`src/rtl/iob_fe_arbiter.sv`:
```
// rtl/iob_fe_arbiter.sv - round-robin arbiter of two IOB requesters onto one cache front-end port
module iob_fe_arbiter #(
    parameter int ADDR_W = 30,
    parameter int DATA_W = 32
) (
    input  logic                clk,
    input  logic                reset,

    input  logic                m0_valid_i,
    input  logic [ADDR_W-1:0]   m0_addr_i,
    input  logic [DATA_W-1:0]   m0_wdata_i,
    input  logic [DATA_W/8-1:0] m0_wstrb_i,
    output logic                m0_ready_o,
    output logic                m0_rvalid_o,
    output logic [DATA_W-1:0]   m0_rdata_o,

    input  logic                m1_valid_i,
    input  logic [ADDR_W-1:0]   m1_addr_i,
    input  logic [DATA_W-1:0]   m1_wdata_i,
    input  logic [DATA_W/8-1:0] m1_wstrb_i,
    output logic                m1_ready_o,
    output logic                m1_rvalid_o,
    output logic [DATA_W-1:0]   m1_rdata_o,

    output logic                s_valid_o,
    output logic [ADDR_W-1:0]   s_addr_o,
    output logic [DATA_W-1:0]   s_wdata_o,
    output logic [DATA_W/8-1:0] s_wstrb_o,
    input  logic                s_ready_i,
    input  logic                s_rvalid_i,
    input  logic [DATA_W-1:0]   s_rdata_i,

    output logic                busy_o,
    output logic                proto_err_o
);

    localparam int STRB_W = DATA_W / 8;

    typedef enum logic {
        IDLE,
        RD_WAIT
    } state_t;

    state_t state;
    logic   last_g;
    logic   lock;
    logic   lock_g;
    logic   rd_own;
    logic   proto_err;

    logic              g;
    logic              g_valid;
    logic              idle;
    logic              accept;
    logic [STRB_W-1:0] g_wstrb;

    assign idle = (state == IDLE);

    // A held lock outranks any new valids so a stalled request stays stable.
    always_comb begin
        g = 1'b0;
        if (lock) begin
            g = lock_g;
        end else if (m0_valid_i && m1_valid_i) begin
            g = ~last_g;
        end else if (m1_valid_i) begin
            g = 1'b1;
        end
    end

    assign g_valid = g ? m1_valid_i : m0_valid_i;
    assign g_wstrb = g ? m1_wstrb_i : m0_wstrb_i;

    assign s_valid_o = reset & idle & g_valid;
    assign s_addr_o  = g ? m1_addr_i  : m0_addr_i;
    assign s_wdata_o = g ? m1_wdata_i : m0_wdata_i;
    assign s_wstrb_o = g_wstrb;

    assign accept = s_valid_o & s_ready_i;

    assign m0_ready_o = accept & ~g;
    assign m1_ready_o = accept & g;

    // Read data is broadcast; only the owner's rvalid is raised.
    assign m0_rdata_o  = s_rdata_i;
    assign m1_rdata_o  = s_rdata_i;
    assign m0_rvalid_o = reset & ~idle & s_rvalid_i & ~rd_own;
    assign m1_rvalid_o = reset & ~idle & s_rvalid_i & rd_own;

    assign busy_o      = reset & ~idle;
    assign proto_err_o = reset & proto_err;

    always_ff @(posedge clk) begin
        if (!reset) begin
            state     <= IDLE;
            last_g    <= 1'b1;
            lock      <= 1'b0;
            lock_g    <= 1'b0;
            rd_own    <= 1'b0;
            proto_err <= 1'b0;
        end else begin
            case (state)
                IDLE: begin
                    if (s_rvalid_i) begin
                        proto_err <= 1'b1;
                    end
                    if (accept) begin
                        last_g <= g;
                        lock   <= 1'b0;
                        if (g_wstrb == '0) begin
                            rd_own <= g;
                            state  <= RD_WAIT;
                        end
                    end else if (s_valid_o) begin
                        lock   <= 1'b1;
                        lock_g <= g;
                    end
                end
                RD_WAIT: begin
                    if (s_rvalid_i) begin
                        state <= IDLE;
                    end
                end
                default: state <= IDLE;
            endcase
        end
    end

endmodule

```
`config.mk`:
```
export PLATFORM = sky130hd
export DESIGN_NAME = iob_fe_arbiter
export DESIGN_NICKNAME = d
export VERILOG_FILES = /design/src/rtl/iob_fe_arbiter.sv
export SDC_FILE = /design/constraint.sdc
export NUM_CORES = 1
export LEC_CHECK = 0
export BUFFER_PORTS_ARGS = -buffer_cell sky130_fd_sc_hd__buf_2
export CAP_MARGIN = 25
export CORE_AREA = 3 3 119 121
export CTS_CLUSTER_DIAMETER = 60
export DETAILED_ROUTE_END_ITERATION = 12
export DIE_AREA = 0 0 122 124
export PLACE_DENSITY = 0.51
export SYNTH_ARGS = -nofsm -noshare
export SYNTH_HDL_FRONTEND = slang
export SYNTH_SLANG_ARGS = --single-unit
```
`constraint.sdc`:
```
create_clock -name clk -period 1.6 [get_ports clk]
set_input_delay 0.16 -clock clk [delete_from_list [all_inputs] [get_ports clk]]
set_output_delay 0.16 -clock clk [all_outputs]
set_load 0.01 [all_outputs]
```
==> results by group, run 1 <==
Worst setup path
  – Cell repeated most along the worst path: buf_6
  – Worst Setup End Kind: output port
  – CP cell instances: a22oi_2 > buf_6 > buf_12 > clkbuf_16 > mux2_2 > buf_6
  – Max stage delay on crit path: 350 ps
  – Required @ worst endpoint: 1440 ps
  – R2r setup slk: 100 ps
  – CP max stage cell: dfxtp_4
  – Largest delay share family, worst path: buffers and inverters
  – Largest fanout on the critical path: 5
  – CP bufs+invs: 4
  – Startpoint Class: flip-flop
  – Setup CP Type: flip-flop to output port
  – WP data arrival: 1700 ps

Final layout
  – Fraction of layout cells with a size suffix above 1: 0.922
  – Design Area, Final: 0.00362 mm^2
  – Synth-to-layout area growth: 120%
  – Post-layout util: 0.275
  – Nets: 520
  – Diodes inserted: 0

STA
  – Setup Skew: 0.773 ps
  – Setup TNS: -15120 ps
  – Min setup slack post-route: -257 ps
  – Max_slew headroom: 0.623
  – RSZ-0062 raised after global routing: true
  – Worst-margin pin slew: 560 ps
  – Min Tclk post-route: 1860 ps
  – Final hold viol count: 0
  – Setup violators final: 68
  – Fin. max-slew vios: 0
  – Max Clk Rate: 539 MHz
  – Final worst-path cycle share: 1.16

Clock tree
  – H-tree depth: 1
  – CTS Sinks: 6
  – Max Root-Sink Buffers: 2
  – CTS tree: built
  – Later-pin clock latency in the skew report: 230 ps
  – CTS buffer count: 3
  – Clock transition at path regs: 30 ps
  – CTS Root Cell: clkbuf_16

Drt
  – Drt drc: 0
  – Initial drt markers: 30
  – Routed WL: 8640 um
  – Vias: 1985
  – DRT Pass-1 Iters: 3
  – Via-per-instance ratio: 3.79
  – WL per Instance: 16.5 um
  – Antenna Violating Nets Remaining: 0

Synth
  – Post-synth top flop: dfxtp_1
  – Top-area cell type share of the netlist area: 0.452
  – Yosys reg bits: 6
  – Mapped cell area: 0.00165 mm^2
  – Async S/R FF share, synth: 0
  – Top post-synthesis cells by area: mux2_2 (45%), buf_4 (30%), dfxtp_1 (7.3%)
  – Netlist cell types: 26
  – Most frequent cells after synthesis: buf_4 (66), mux2_2 (66), buf_2 (6), dfxtp_1 (6)
  – Avg Inst Size Synth: 9.14 um^2
  – Cells after Synth: 180
  – Sequential cell area fraction in the yosys report: 0.0730
  – Syn_nets: 350
  – Post-synth EDFFs: 0
  – Cell taking the most area after synthesis: mux2_2
  – Yosys warns: 0

Floorplan
  – # IOs: 307
  – Starting density of the core: 0.125
  – Die area: 0.0151 mm^2
  – Rows: 42
  – Die Y: 124 um
  – Die W: 122 um
  – Core area: 0.0132 mm^2

Power and ir drop
  – Maximum vdd drop: 250 uV
  – PwrDens: 525 mW/mm^2
  – Lkg Pwr: 1.99 nW

Place
  – Routability cong.: 0.691
  – Cell Area, Placed: 0.00246 mm^2
  – Dpl hpwl: 5600 um
  – Port Buf Inserts: 210

Global route
  – Tot GR Track Use: 0.0807
  – Initial antenna violation count: 0
  – Vias in the first global route: 1920
  – Gr ovfl total: 0
  – Global-route wire length before repair: 9370 um
  – Pin count of the biggest net entering global routing: 16

Job
  – Max-Cap Viols: 0

Outcome
  – Status: complete, but fails checks
  – Violated checks: negative setup slack

Worst hold path
  – Worst Hold Class: input pin to flip-flop
## cells in the final DEF, fill, tap and decap left out
cell,count
a21oi_2,1
clkbuf_16,9
mux2i_4,1
o21a_1,1
o22ai_1,1
o21ai_0,3
nor4_1,2
a22o_2,1
dfxtp_1,3
nor2b_1,1
dfxtp_2,1
nor2b_4,1
and3_1,1
and2_1,1
mux2_2,3
nor3b_1,1
mux2i_1,2
a2111o_1,1
a2111oi_4,1
a22oi_2,1
a21oi_1,1
nor2_4,1
nand2_1,4
mux2_4,63
buf_2,143
a311oi_2,1
buf_6,69
nor2_2,1
buf_4,11
a211oi_1,1
nor2_1,3
o21ba_2,1
dfxtp_4,2
inv_1,1
buf_16,4
nand2_2,1
buf_12,5
## path summary, 6_finish.rpt
check | start | to | depth (start not counted)
worst max-delay path | lock | s_wdata_o[15] | 6
worst min-delay path | s_rvalid_i | state | 2
worst max register to register | lock_g | rd_own | 6
worst min register to register | proto_err | proto_err | 1
## power breakdown
part           total, mW  switching, mW  internal [mW]  leakage, nW
Sequential         0.166        0.00809          0.158       0.0501
Combinational       1.33          0.478          0.852         1.90
Clock              0.408         0.0870          0.321       0.0370
Total               1.90          0.573           1.33         1.99
## stage by stage
step | total power, mW | hold WS [ps] | instances | worst slack (ps)
finish | 1.90 | 184 | 524 | -257
global route | 2.00 | 208 | 524 | -280
CTS | 1.51 | 182 | 513 | -288
detailed placement | 0.922 | 320 | 500 | -76.7
global placement | 0.912 | 320 | 500 | -38.6
floorplan | 0.718 | 275 | 180 | 1.28
## routing by layer
metal	vias to the layer above	wire length (um)	track usage
li1	912	-	-
met1	918	3070	0.0854
met2	120	4630	0.150
met3	35	656	0.0182
met4	0	276	0.0420
met5	-	0	0
## worst register-to-register path, delay by kind of cell (launching register included)
| family | cells | cell delay [ps] |
|---|---|---|
| buf+inv | 2 | 320 |
| compound gates | 3 | 550 |
| flops | 1 | 360 |
| mux | 1 | 190 |
## what timing repair did
| action | CTS | global route |
|---|---|---|
| hold buffers | 0 | 0 |
| gates resized for setup | 30 | 129 |
| cloned | 4 | 6 |
| endpoints found under the setup margin | 68 | 69 |
| pin swaps | 1 | 5 |
| buffers inserted | 6 | 7 |
## sequential cells by signal, indices dropped and copies added, names as in the netlist
register	cells
last_g	1
lock	1
lock_g	1
proto_err	1
rd_own	1
state	1
## area by class of cell
cell class / count / area [um^2]
fill: 1381 / 9570
timing repair buffer: 238 / 1940
multi-input combinational: 100 / 1260
tap: 176 / 220
sequential: 6 / 129
clock buffer: 3 / 75.1
inverter: 1 / 3.75
## logic make-up (layout without fill, tap and decap cells)
family / Yosys count / after routing / synth area share
AO/OA/AOI/OAI: 14 / 14 / 0.0829
buffers and inverters: 74 / 242 / 0.324
flip-flops: 6 / 6 / 0.0730
multiplexers: 69 / 69 / 0.470
AND/OR/NAND/NOR: 17 / 17 / 0.0502
Note: power is estimated with default switching activity, not from simulation.
==> run 2: changes to the inputs <==
--- a/config.mk
+++ b/config.mk
@@ -6,12 +6,12 @@
 export NUM_CORES = 1
 export LEC_CHECK = 0
 export BUFFER_PORTS_ARGS = -buffer_cell sky130_fd_sc_hd__buf_2
-export CAP_MARGIN = 25
-export CORE_AREA = 3 3 119 121
+export CAP_MARGIN = 10
+export CORE_AREA = 3 3 118 120
 export CTS_CLUSTER_DIAMETER = 60
 export DETAILED_ROUTE_END_ITERATION = 12
-export DIE_AREA = 0 0 122 124
-export PLACE_DENSITY = 0.51
+export DIE_AREA = 0 0 121 123
+export PLACE_DENSITY = 0.5
 export SYNTH_ARGS = -nofsm -noshare
 export SYNTH_HDL_FRONTEND = slang
 export SYNTH_SLANG_ARGS = --single-unit
==> constraint.sdc (replaced) <==
create_clock -name clk -period 2.25 [get_ports clk]
set_input_delay 0.3375 -clock clk [delete_from_list [all_inputs] [get_ports clk]]
set_output_delay 0.3375 -clock clk [all_outputs]
set_load 0.01 [all_outputs]
==> results by group, run 2 (synthesis gave the netlist of run 1 again) <==
Worst setup path
  – Worst Setup End Kind: output port
  – Largest delay share family, worst path: buffers and inverters
  – Startpoint Class: flip-flop
  – CP bufs+invs: 4
  – Setup CP Type: flip-flop to output port
  – Required @ worst endpoint: 1910 ps
  – Max stage delay on crit path: 380 ps
  – Cell repeated most along the worst path: buf_4
  – CP cell instances: buf_4 > a22oi_2 > buf_4 > buf_12 > mux2_2 > buf_2
  – Largest fanout on the critical path: 22
  – Crit path from: lock
  – WP data arrival: 1760 ps
  – Worst R2R Start: lock_g
  – CP max stage cell: mux2_2

Drt
  – Via-per-instance ratio: 3.70
  – Antenna Violating Nets Remaining: 0
  – DRT Pass-1 Iters: 4
  – Routed WL: 7770 um
  – Drt drc: 0
  – Vias: 1856
  – WL per Instance: 15.5 um
  – Initial drt markers: 23

Clock tree
  – CTS buffer count: 3
  – Later-pin clock latency in the skew report: 220 ps
  – CTS Sinks: 6
  – Resized cells post-CTS: 0
  – Clock transition at path regs: 30 ps
  – CTS tree: built
  – H-tree depth: 1
  – CTS Root Cell: clkbuf_16
  – Max Root-Sink Buffers: 2
  – Hold_buf cts: 0

STA
  – Worst-margin pin slew: 478 ps
  – Final worst-path cycle share: 0.934
  – RSZ-0062 raised after global routing: false
  – Fin. max-slew vios: 0
  – Setup violators final: 0
  – Max_slew headroom: 0.672
  – Setup TNS: 0 ps
  – Min Tclk post-route: 2100 ps
  – Min setup slack post-route: 148 ps
  – Max Clk Rate: 476 MHz
  – Setup Skew: 2.14 ps
  – Final hold viol count: 0

Final layout
  – Diodes inserted: 0
  – Fraction of layout cells with a size suffix above 1: 0.893
  – # fillers: 1474
  – Most frequent cells in the layout: buf_2 (210), mux2_2 (66), dfxtp_1 (6)
  – Most common cell after layout, fill and taps aside: buf_2
  – Nets: 498
  – Design Area, Final: 0.00255 mm^2
  – Synth-to-layout area growth: 55.0%

Power and ir drop
  – Maximum vdd drop: 169 uV
  – Lkg Pwr: 1.32 nW
  – PwrDens: 377 mW/mm^2
  – Total chip power: 0.962 mW

Floorplan
  – Starting density of the core: 0.126
  – # IOs: 307
  – Core area: 0.0131 mm^2
  – Die Y: 123 um
  – Die W: 121 um
  – Rows: 42
  – Die area: 0.0149 mm^2

Global route
  – Vias in the first global route: 1749
  – Global-route wire length before repair: 9750 um
  – Tot GR Track Use: 0.0863
  – Gr ovfl total: 0
  – Initial antenna violation count: 0
  – Pin count of the biggest net entering global routing: 45

Place
  – Placement Setup Slack: 129 ps
  – Cell Area, Placed: 0.00243 mm^2
  – Port Buf Inserts: 210
  – Dpl hpwl: 6830 um
  – Routability cong.: 0.675

Worst hold path
  – Worst Hold Class: input pin to flip-flop
  – Hold Path Origin: s_rvalid_i

Job
  – Max-Cap Viols: 0

Outcome
  – Status: completed
-- run 2: path summary, 6_finish.rpt --
path / endpoint / slack [ps] / cells after the start
setup reg to reg: rd_own / 720 / 4
hold reg to reg: proto_err / 450 / 1
setup / recovery: s_wdata_o[6] / 150 / 6
hold / removal: state / 350 / 2
-- run 2: cell type report --
| type | count | area (um^2) | share of cell area |
|---|---|---|---|
| clock buffer | 3 | 75.1 | 0.0294 |
| tap | 176 | 220 | 0.0864 |
| timing repair buffer | 216 | 1140 | 0.447 |
| sequential | 6 | 120 | 0.0471 |
| multi-input combinational | 100 | 992 | 0.389 |
| inverter | 1 | 3.75 | 0.00147 |
-- run 2: power by group --
| part | total (mW) | switching, mW | internal, mW | leakage, nW |
|---|---|---|---|---|
| Sequential | 0.116 | 0.00350 | 0.112 | 0.0493 |
| Clock | 0.283 | 0.0554 | 0.228 | 0.0370 |
| Combinational | 0.563 | 0.254 | 0.309 | 1.24 |
| Total | 0.962 | 0.313 | 0.650 | 1.32 |
-- run 2: worst register-to-register path: stages (launching register included) --
cell and delay (ps):
dfxtp_1 400, mux2i_1 200, a2111oi_4 520, a21oi_2 100
a311oi_2 230
-- run 2: routing by layer --
metal	routed length, um	vias to the layer above	global-route usage
li1	-	866	-
met1	2560	818	0.0886
met3	796	11	0.0156
met2	4340	161	0.178
met4	74	0	0.0205
met5	0	-	0
-- run 2: metrics by stage --
stage	hold WS [ps]	instances	utilization
final	345	502	0.195
after global routing	349	502	0.195
after CTS	344	499	0.192
after detailed placement	449	496	0.186
after global placement	440	496	0.186
after floorplan	432	180	-
-- run 2: what timing repair did --
action | CTS | global route
endpoints found under the hold margin | 0 | 0
buffers inserted | 0 | 2
setup endpoints to repair | 0 | 9
